`config.mk`:
```
export PLATFORM = sky130hd
export DESIGN_NAME = spi_peripheral
export DESIGN_NICKNAME = d
export VERILOG_FILES = /design/src/rtl/spi_pkg.sv /design/src/rtl/spi_sync_edge.sv /design/src/rtl/spi_peripheral.sv
export SDC_FILE = /design/constraint.sdc
export NUM_CORES = 2
export LEC_CHECK = 0
export CORE_MARGIN = 2
export CORE_UTILIZATION = 30
export DETAILED_ROUTE_END_ITERATION = 8
export DONT_BUFFER_PORTS = 1
export GPL_ROUTABILITY_DRIVEN = 0
export SKIP_LAST_GASP = 1
export SYNTH_ARGS = -nofsm -noshare
export SYNTH_HDL_FRONTEND = slang
export SYNTH_HIERARCHICAL = 1
export SYNTH_SLANG_ARGS = --single-unit
export TNS_END_PERCENT = 50
```
`constraint.sdc`:
```
create_clock -name CLK -period 6.8 [get_ports CLK]
set_clock_uncertainty 0.05 [all_clocks]
set_input_delay 1.36 -clock CLK [delete_from_list [all_inputs] [get_ports CLK]]
set_output_delay 1.36 -clock CLK [all_outputs]
set_load 0.01 [all_outputs]
```
`src/rtl/spi_pkg.sv`:
```
// Shared constants and FSM encoding for the SPI mode-0 register-map responder.
package spi_pkg;

  localparam logic [7:0] OP_WRITE = 8'h0A;
  localparam logic [7:0] OP_READ  = 8'h0B;

  // Shortest legal SCLK high/low phase, in CLK cycles.
  localparam int SCLK_HALF_MIN = 8;

  typedef enum logic [2:0] {
    IDLE   = 3'd0,
    INSTR  = 3'd1,
    ADDR   = 3'd2,
    WDATA  = 3'd3,
    RDATA  = 3'd4,
    IGNORE = 3'd5
  } spi_state_e;

endpackage

```
`src/rtl/spi_sync_edge.sv`:
```
// 2-flop synchroniser plus a third flop for edge detection; LEVEL is the synchronised input.
module spi_sync_edge #(
  parameter logic RST_VAL = 1'b0
) (
  input  logic CLK,
  input  logic RST,
  input  logic D,
  output logic LEVEL,
  output logic RISE,
  output logic FALL
);

  logic [2:0] sr;

  always_ff @(posedge CLK) begin
    if (RST) sr <= {3{RST_VAL}};
    else     sr <= {sr[1:0], D};
  end

  assign LEVEL = sr[1];
  assign RISE  = sr[1] & ~sr[2];
  assign FALL  = ~sr[1] & sr[2];

endmodule

```
`src/rtl/spi_peripheral.sv`:
```
// SPI mode-0 responder emulating a byte-register map (0x0A write / 0x0B read, address, data bytes).
// Define SPI_PERIPH_AUTOINC_EN to make burst bytes auto-increment the register address.
module spi_peripheral
  import spi_pkg::*;
#(
  parameter int         ADDR_W = 7,
  parameter logic [7:0] DEVID  = 8'hAD
) (
  input  logic              CLK,
  input  logic              RST,
  input  logic              SCLK,
  input  logic              CS,
  input  logic              MOSI,
  output logic              MISO,
  output logic              MISO_OE,
  input  logic              LOC_WE,
  input  logic [ADDR_W-1:0] LOC_ADDR,
  input  logic [7:0]        LOC_WDATA,
  output logic [7:0]        LOC_RDATA,
  output logic              WR_STROBE,
  output logic [ADDR_W-1:0] WR_ADDR,
  output logic              BUSY,
  output spi_state_e        DBG_STATE
);

  localparam int DEPTH = 1 << ADDR_W;

`ifdef SPI_PERIPH_AUTOINC_EN
  localparam bit AUTOINC = 1'b1;
`else
  localparam bit AUTOINC = 1'b0;
`endif

  logic sclk_lvl, sclk_rise, sclk_fall;
  logic cs_lvl, cs_rise, cs_fall;
  logic mosi_lvl, mosi_rise, mosi_fall;

  spi_sync_edge #(.RST_VAL(1'b0)) u_sync_sclk (
    .CLK(CLK), .RST(RST), .D(SCLK), .LEVEL(sclk_lvl), .RISE(sclk_rise), .FALL(sclk_fall)
  );
  spi_sync_edge #(.RST_VAL(1'b1)) u_sync_cs (
    .CLK(CLK), .RST(RST), .D(CS), .LEVEL(cs_lvl), .RISE(cs_rise), .FALL(cs_fall)
  );
  spi_sync_edge #(.RST_VAL(1'b0)) u_sync_mosi (
    .CLK(CLK), .RST(RST), .D(MOSI), .LEVEL(mosi_lvl), .RISE(mosi_rise), .FALL(mosi_fall)
  );

  logic unused_sync;
  assign unused_sync = &{1'b0, sclk_lvl, cs_rise, mosi_rise, mosi_fall};

  logic [7:0]        regs [DEPTH];
  spi_state_e        state;
  logic [2:0]        bit_cnt;
  logic [7:0]        shift_in;
  logic [7:0]        tx_sh;
  logic [ADDR_W-1:0] addr;
  logic              rd_op;
  logic [3:0]        settle_cnt;

  function automatic logic [7:0] rd_reg(input logic [ADDR_W-1:0] a);
    return (a == '0) ? DEVID : regs[a];
  endfunction

  logic [7:0]        in_byte;
  logic [7:0]        rd_byte;
  logic              byte_done;
  logic              spi_commit;
  logic              settled;
  logic [ADDR_W-1:0] addr_step;

  assign in_byte    = {shift_in[6:0], mosi_lvl};
  assign rd_byte    = rd_reg(addr);
  assign byte_done  = sclk_rise && (bit_cnt == 3'd0);
  assign spi_commit = (state == WDATA) && !cs_lvl && byte_done;
  // A CS fall seen while the synchronisers refill after reset belongs to an aborted transfer.
  assign settled    = (settle_cnt == 4'(SCLK_HALF_MIN));
  assign addr_step  = AUTOINC ? addr + ADDR_W'(1) : addr;

  always_ff @(posedge CLK) begin
    if (RST) begin
      state      <= IDLE;
      bit_cnt    <= 3'd7;
      shift_in   <= '0;
      tx_sh      <= '0;
      addr       <= '0;
      rd_op      <= 1'b0;
      settle_cnt <= '0;
      MISO       <= 1'b0;
      MISO_OE    <= 1'b0;
      WR_STROBE  <= 1'b0;
      WR_ADDR    <= '0;
    end else begin
      WR_STROBE <= spi_commit;
      if (spi_commit) WR_ADDR <= addr;
      if (!settled) settle_cnt <= settle_cnt + 4'd1;

      if (state != IDLE && cs_lvl) begin
        state   <= IDLE;
        bit_cnt <= 3'd7;
        MISO    <= 1'b0;
        MISO_OE <= 1'b0;
      end else begin
        if (sclk_rise && state != IDLE) begin
          shift_in <= in_byte;
          bit_cnt  <= bit_cnt - 3'd1;
        end
        case (state)
          IDLE: begin
            if (cs_fall && settled) begin
              state   <= INSTR;
              bit_cnt <= 3'd7;
            end
          end
          INSTR: begin
            if (byte_done) begin
              rd_op <= (in_byte == OP_READ);
              state <= (in_byte == OP_WRITE || in_byte == OP_READ) ? ADDR : IGNORE;
            end
          end
          ADDR: begin
            if (byte_done) begin
              addr  <= in_byte[ADDR_W-1:0];
              state <= rd_op ? RDATA : WDATA;
            end
          end
          WDATA: begin
            if (byte_done) addr <= addr_step;
          end
          RDATA: begin
            // bit_cnt sits at 7 on the fall that precedes each byte's first rise.
            if (sclk_fall) begin
              if (bit_cnt == 3'd7) begin
                MISO    <= rd_byte[7];
                tx_sh   <= {rd_byte[6:0], 1'b0};
                MISO_OE <= 1'b1;
                addr    <= addr_step;
              end else begin
                MISO  <= tx_sh[7];
                tx_sh <= {tx_sh[6:0], 1'b0};
              end
            end
          end
          default: ;
        endcase
      end
    end
  end

  // SPI write is applied last so it wins a same-address collision with LOC_WE.
  always_ff @(posedge CLK) begin
    if (RST) begin
      for (int i = 0; i < DEPTH; i++) regs[i] <= '0;
    end else begin
      if (LOC_WE && LOC_ADDR != '0) regs[LOC_ADDR] <= LOC_WDATA;
      if (spi_commit && addr != '0) regs[addr] <= in_byte;
    end
  end

  always_ff @(posedge CLK) begin
    if (RST) LOC_RDATA <= '0;
    else     LOC_RDATA <= rd_reg(LOC_ADDR);
  end

  assign BUSY      = ~cs_lvl;
  assign DBG_STATE = state;

endmodule

```
==> flow_metrics.env <==
export IMPL_peakVddDrop_v=0.000218
export IMPL_wl_per_cell_um=39.6
export IMPL_ctsHoldBuffers=0
export IMPL_critPathLaunchType="register"
export IMPL_setup_viol=0
export IMPL_design_area_um2=70400
export IMPL_crit_cells=7
export IMPL_rsz0062_at_grt="false"
export IMPL_hold_path_class="register to register"
export IMPL_critPathArrivalTime_ns=5.24
export IMPL_antenna_left=0
export IMPL_worst_slew_pin_slew_ns=1.54
export IMPL_slew_viol_final=25
export IMPL_cp_slowest_cell="o21ai_0"
export IMPL_setup_ws_ns=2.21
export IMPL_path_buf_inv=2
export IMPL_cts_root_buffer="clkbuf_16"
export IMPL_die_w_um=468
export IMPL_pwr_share_clk_pct=42.2
export IMPL_status="finished, violations left"
export IMPL_cp_max_fo=32
export IMPL_portBuffers=0
export IMPL_slew_headroom_pct=-3.13
export IMPL_die_y_um=468
export IMPL_n_fill_cell=20900
export IMPL_p_switching_uw=4050
export IMPL_worstSetupEndpoint="tx_sh[4]"
export IMPL_critPathCaptureType="register"
export IMPL_cts_tree="built"
export IMPL_cts_inserted_buffers=118
export IMPL_ios=43
export IMPL_power_frac_comb_pct=6.8
export IMPL_dp_cells=7404
export IMPL_rrSetupSlack_ns=2.21
export IMPL_path_cells="buf_4, buf_4, mux4_2, mux4_2, o21ai_0, and3_1, a211oi_1"
export IMPL_grt_max_degree=188
export IMPL_clk_pin_slew_worst_paths_ns=0.07
export IMPL_vias_per_cell=7.14
export IMPL_grt_pass1_wl_um=412000
export IMPL_syn_area_um2=64500
export IMPL_synthCells=5015
export IMPL_wl_um=303000
export IMPL_swShare_pct=25.8
export IMPL_hpwl_um=190000
export IMPL_seq_power_share_pct=51.0
export IMPL_post_place_ws_ns=2.01
export IMPL_hold_viol_final=0
export IMPL_fmax_ghz=0.218
export IMPL_min_period_over_period_pct=67.5
export IMPL_dr_pass1_iters=9
export IMPL_cellLeakagePower_uw=0.0223
export IMPL_start_util_pct=30.1
export IMPL_min_period_ns=4.59
export IMPL_maxCapViolations=4
export IMPL_grt_antenna_before_repair=30
export IMPL_dpl_cell_area_um2=66500
export IMPL_ctsResizeCount=0
export IMPL_syn_area_per_cell_um2=12.9
export IMPL_clk_path_buf_depth=3
export IMPL_fin_util_pct=32.9
export IMPL_cts_sinks=1089
export IMPL_grt_pass1_vias=49300
export IMPL_drtIter0Drc=11600
export IMPL_cp_data_required_time_ns=7.45
export IMPL_fin_tns_setup_ns=0
export IMPL_cp_top_family="compound AO/OA/AOI/OAI gates"
export IMPL_clk_latency_ns=0.82
export IMPL_max_stage_delay_ns=1.09
export IMPL_drive_gt1_share_pct=20.0
export IMPL_stdcell_count=7646
export IMPL_intPower_uw=11700
export IMPL_syn_to_final_growth_pct=9.23
export IMPL_r2r_end="tx_sh[4]"
export IMPL_core_area_um2=214000
export IMPL_nNetsFinal=4712
export IMPL_drc=0
export IMPL_p_per_area_nw_per_um2=223
export IMPL_h_tree_depth=3
export IMPL_die_area_um2=219000
export IMPL_failed_checks="capacitance limit, slew limit"
export IMPL_ff2ff_path_depth=7
export IMPL_vias=54600
export IMPL_yosys_warnings=6
export IMPL_track_usage_pct=26.7
export IMPL_rows=170
export IMPL_grt_overflow_total=0
export IMPL_path_class="register to register"
export IMPL_post_cts_setup_buffer_count=0
## registers in the layout (all words and copies together) (netlist names), named ones only
| register | flops |
|---|---|
| MISO_OE | 1 |
| u_sync_sclk/sr | 3 |
| regs | 1024 |
| WR_ADDR | 7 |
| tx_sh | 7 |
| shift_in | 7 |
| DBG_STATE | 3 |
| bit_cnt | 3 |
| u_sync_mosi/sr | 2 |
| WR_STROBE | 1 |
| settle_cnt | 4 |
| addr | 7 |
| MISO | 1 |
| rd_op | 1 |
| LOC_RDATA | 8 |
| u_sync_cs/sr | 3 |
## layout make-up
class                   instances  area [µm²]  area share [%]
flip-flops and latches       1089       32100            45.6
clock buffers                 139        3120            4.43
clock inverters                83         712            1.01
diodes                         20        50.0          0.0711
inverters                      15        56.3          0.0800
well taps                    2838        3550            5.04
multi-input cells            3333       29700            42.2
repair buffers                129        1080            1.54
## placed cells by master (no fill, tap or decap), drive strengths merged, types with 37 or more instances in the layout
master,instances
a221oi,76
nand3,64
nor2,321
a22oi,268
mux4,274
edfxtp,1024
mux2,88
mux2i,110
nor3,135
nor2b,37
or3,120
a22o,926
clkbuf,139
a31oi,50
a21oi,65
buf,129
dfxtp,65
clkinv,66
o31ai,114
o21ai,55
nand2,246
## metrics by stage
step | hold slack, ns | total power [µW]
after detailed placement | 0.347 | 9090
after CTS | 0.361 | 15600
after floorplan | 0.335 | 8640
after global placement | 0.339 | 9090
after global routing | 0.388 | 15900
final | 0.356 | 15700
## worst register-to-register path, cell delays in order, from the launching register on
cell and delay [ns]:
dfxtp_4 0.72, buf_4 0.49, buf_4 0.61, mux4_2 0.70
mux4_2 0.50, o21ai_0 1.09, and3_1 0.29, a211oi_1 0.06
## power by group through the flow
stage | clock network, µW | logic (µW) | registers, µW
2_1_floorplan | 0 | 746 | 7900
3_3_place_gp | 0 | 974 | 8120
3_5_place_dp | 0 | 981 | 8110
6_report | 6630 | 1070 | 8020
4_1_cts | 6580 | 987 | 7980
5_1_grt | 6830 | 1060 | 8010
## layer usage
layer	vias to the layer above	GRT usage [%]	share of wire, %
met4	28	18.2	9.2
met5	-	0.220	0.085
met2	5870	37.9	41
met3	1494	11.5	17
li1	20300	-	-
met1	26900	32.4	33
## worst min-delay path by stage
stage	start	to	slack, ns	depth (start not counted)
finish	u_sync_cs/sr[0]	u_sync_cs/sr[1]	0.36	1
global route	u_sync_cs/sr[0]	u_sync_cs/sr[1]	0.39	1
CTS	u_sync_cs/sr[0]	u_sync_cs/sr[1]	0.36	1
detailed placement	u_sync_cs/sr[0]	u_sync_cs/sr[1]	0.35	1
global placement	u_sync_cs/sr[0]	u_sync_cs/sr[1]	0.34	1
floorplan	u_sync_cs/sr[0]	u_sync_cs/sr[1]	0.34	1
No activity file was read; power rests on OpenSTA's default activity.
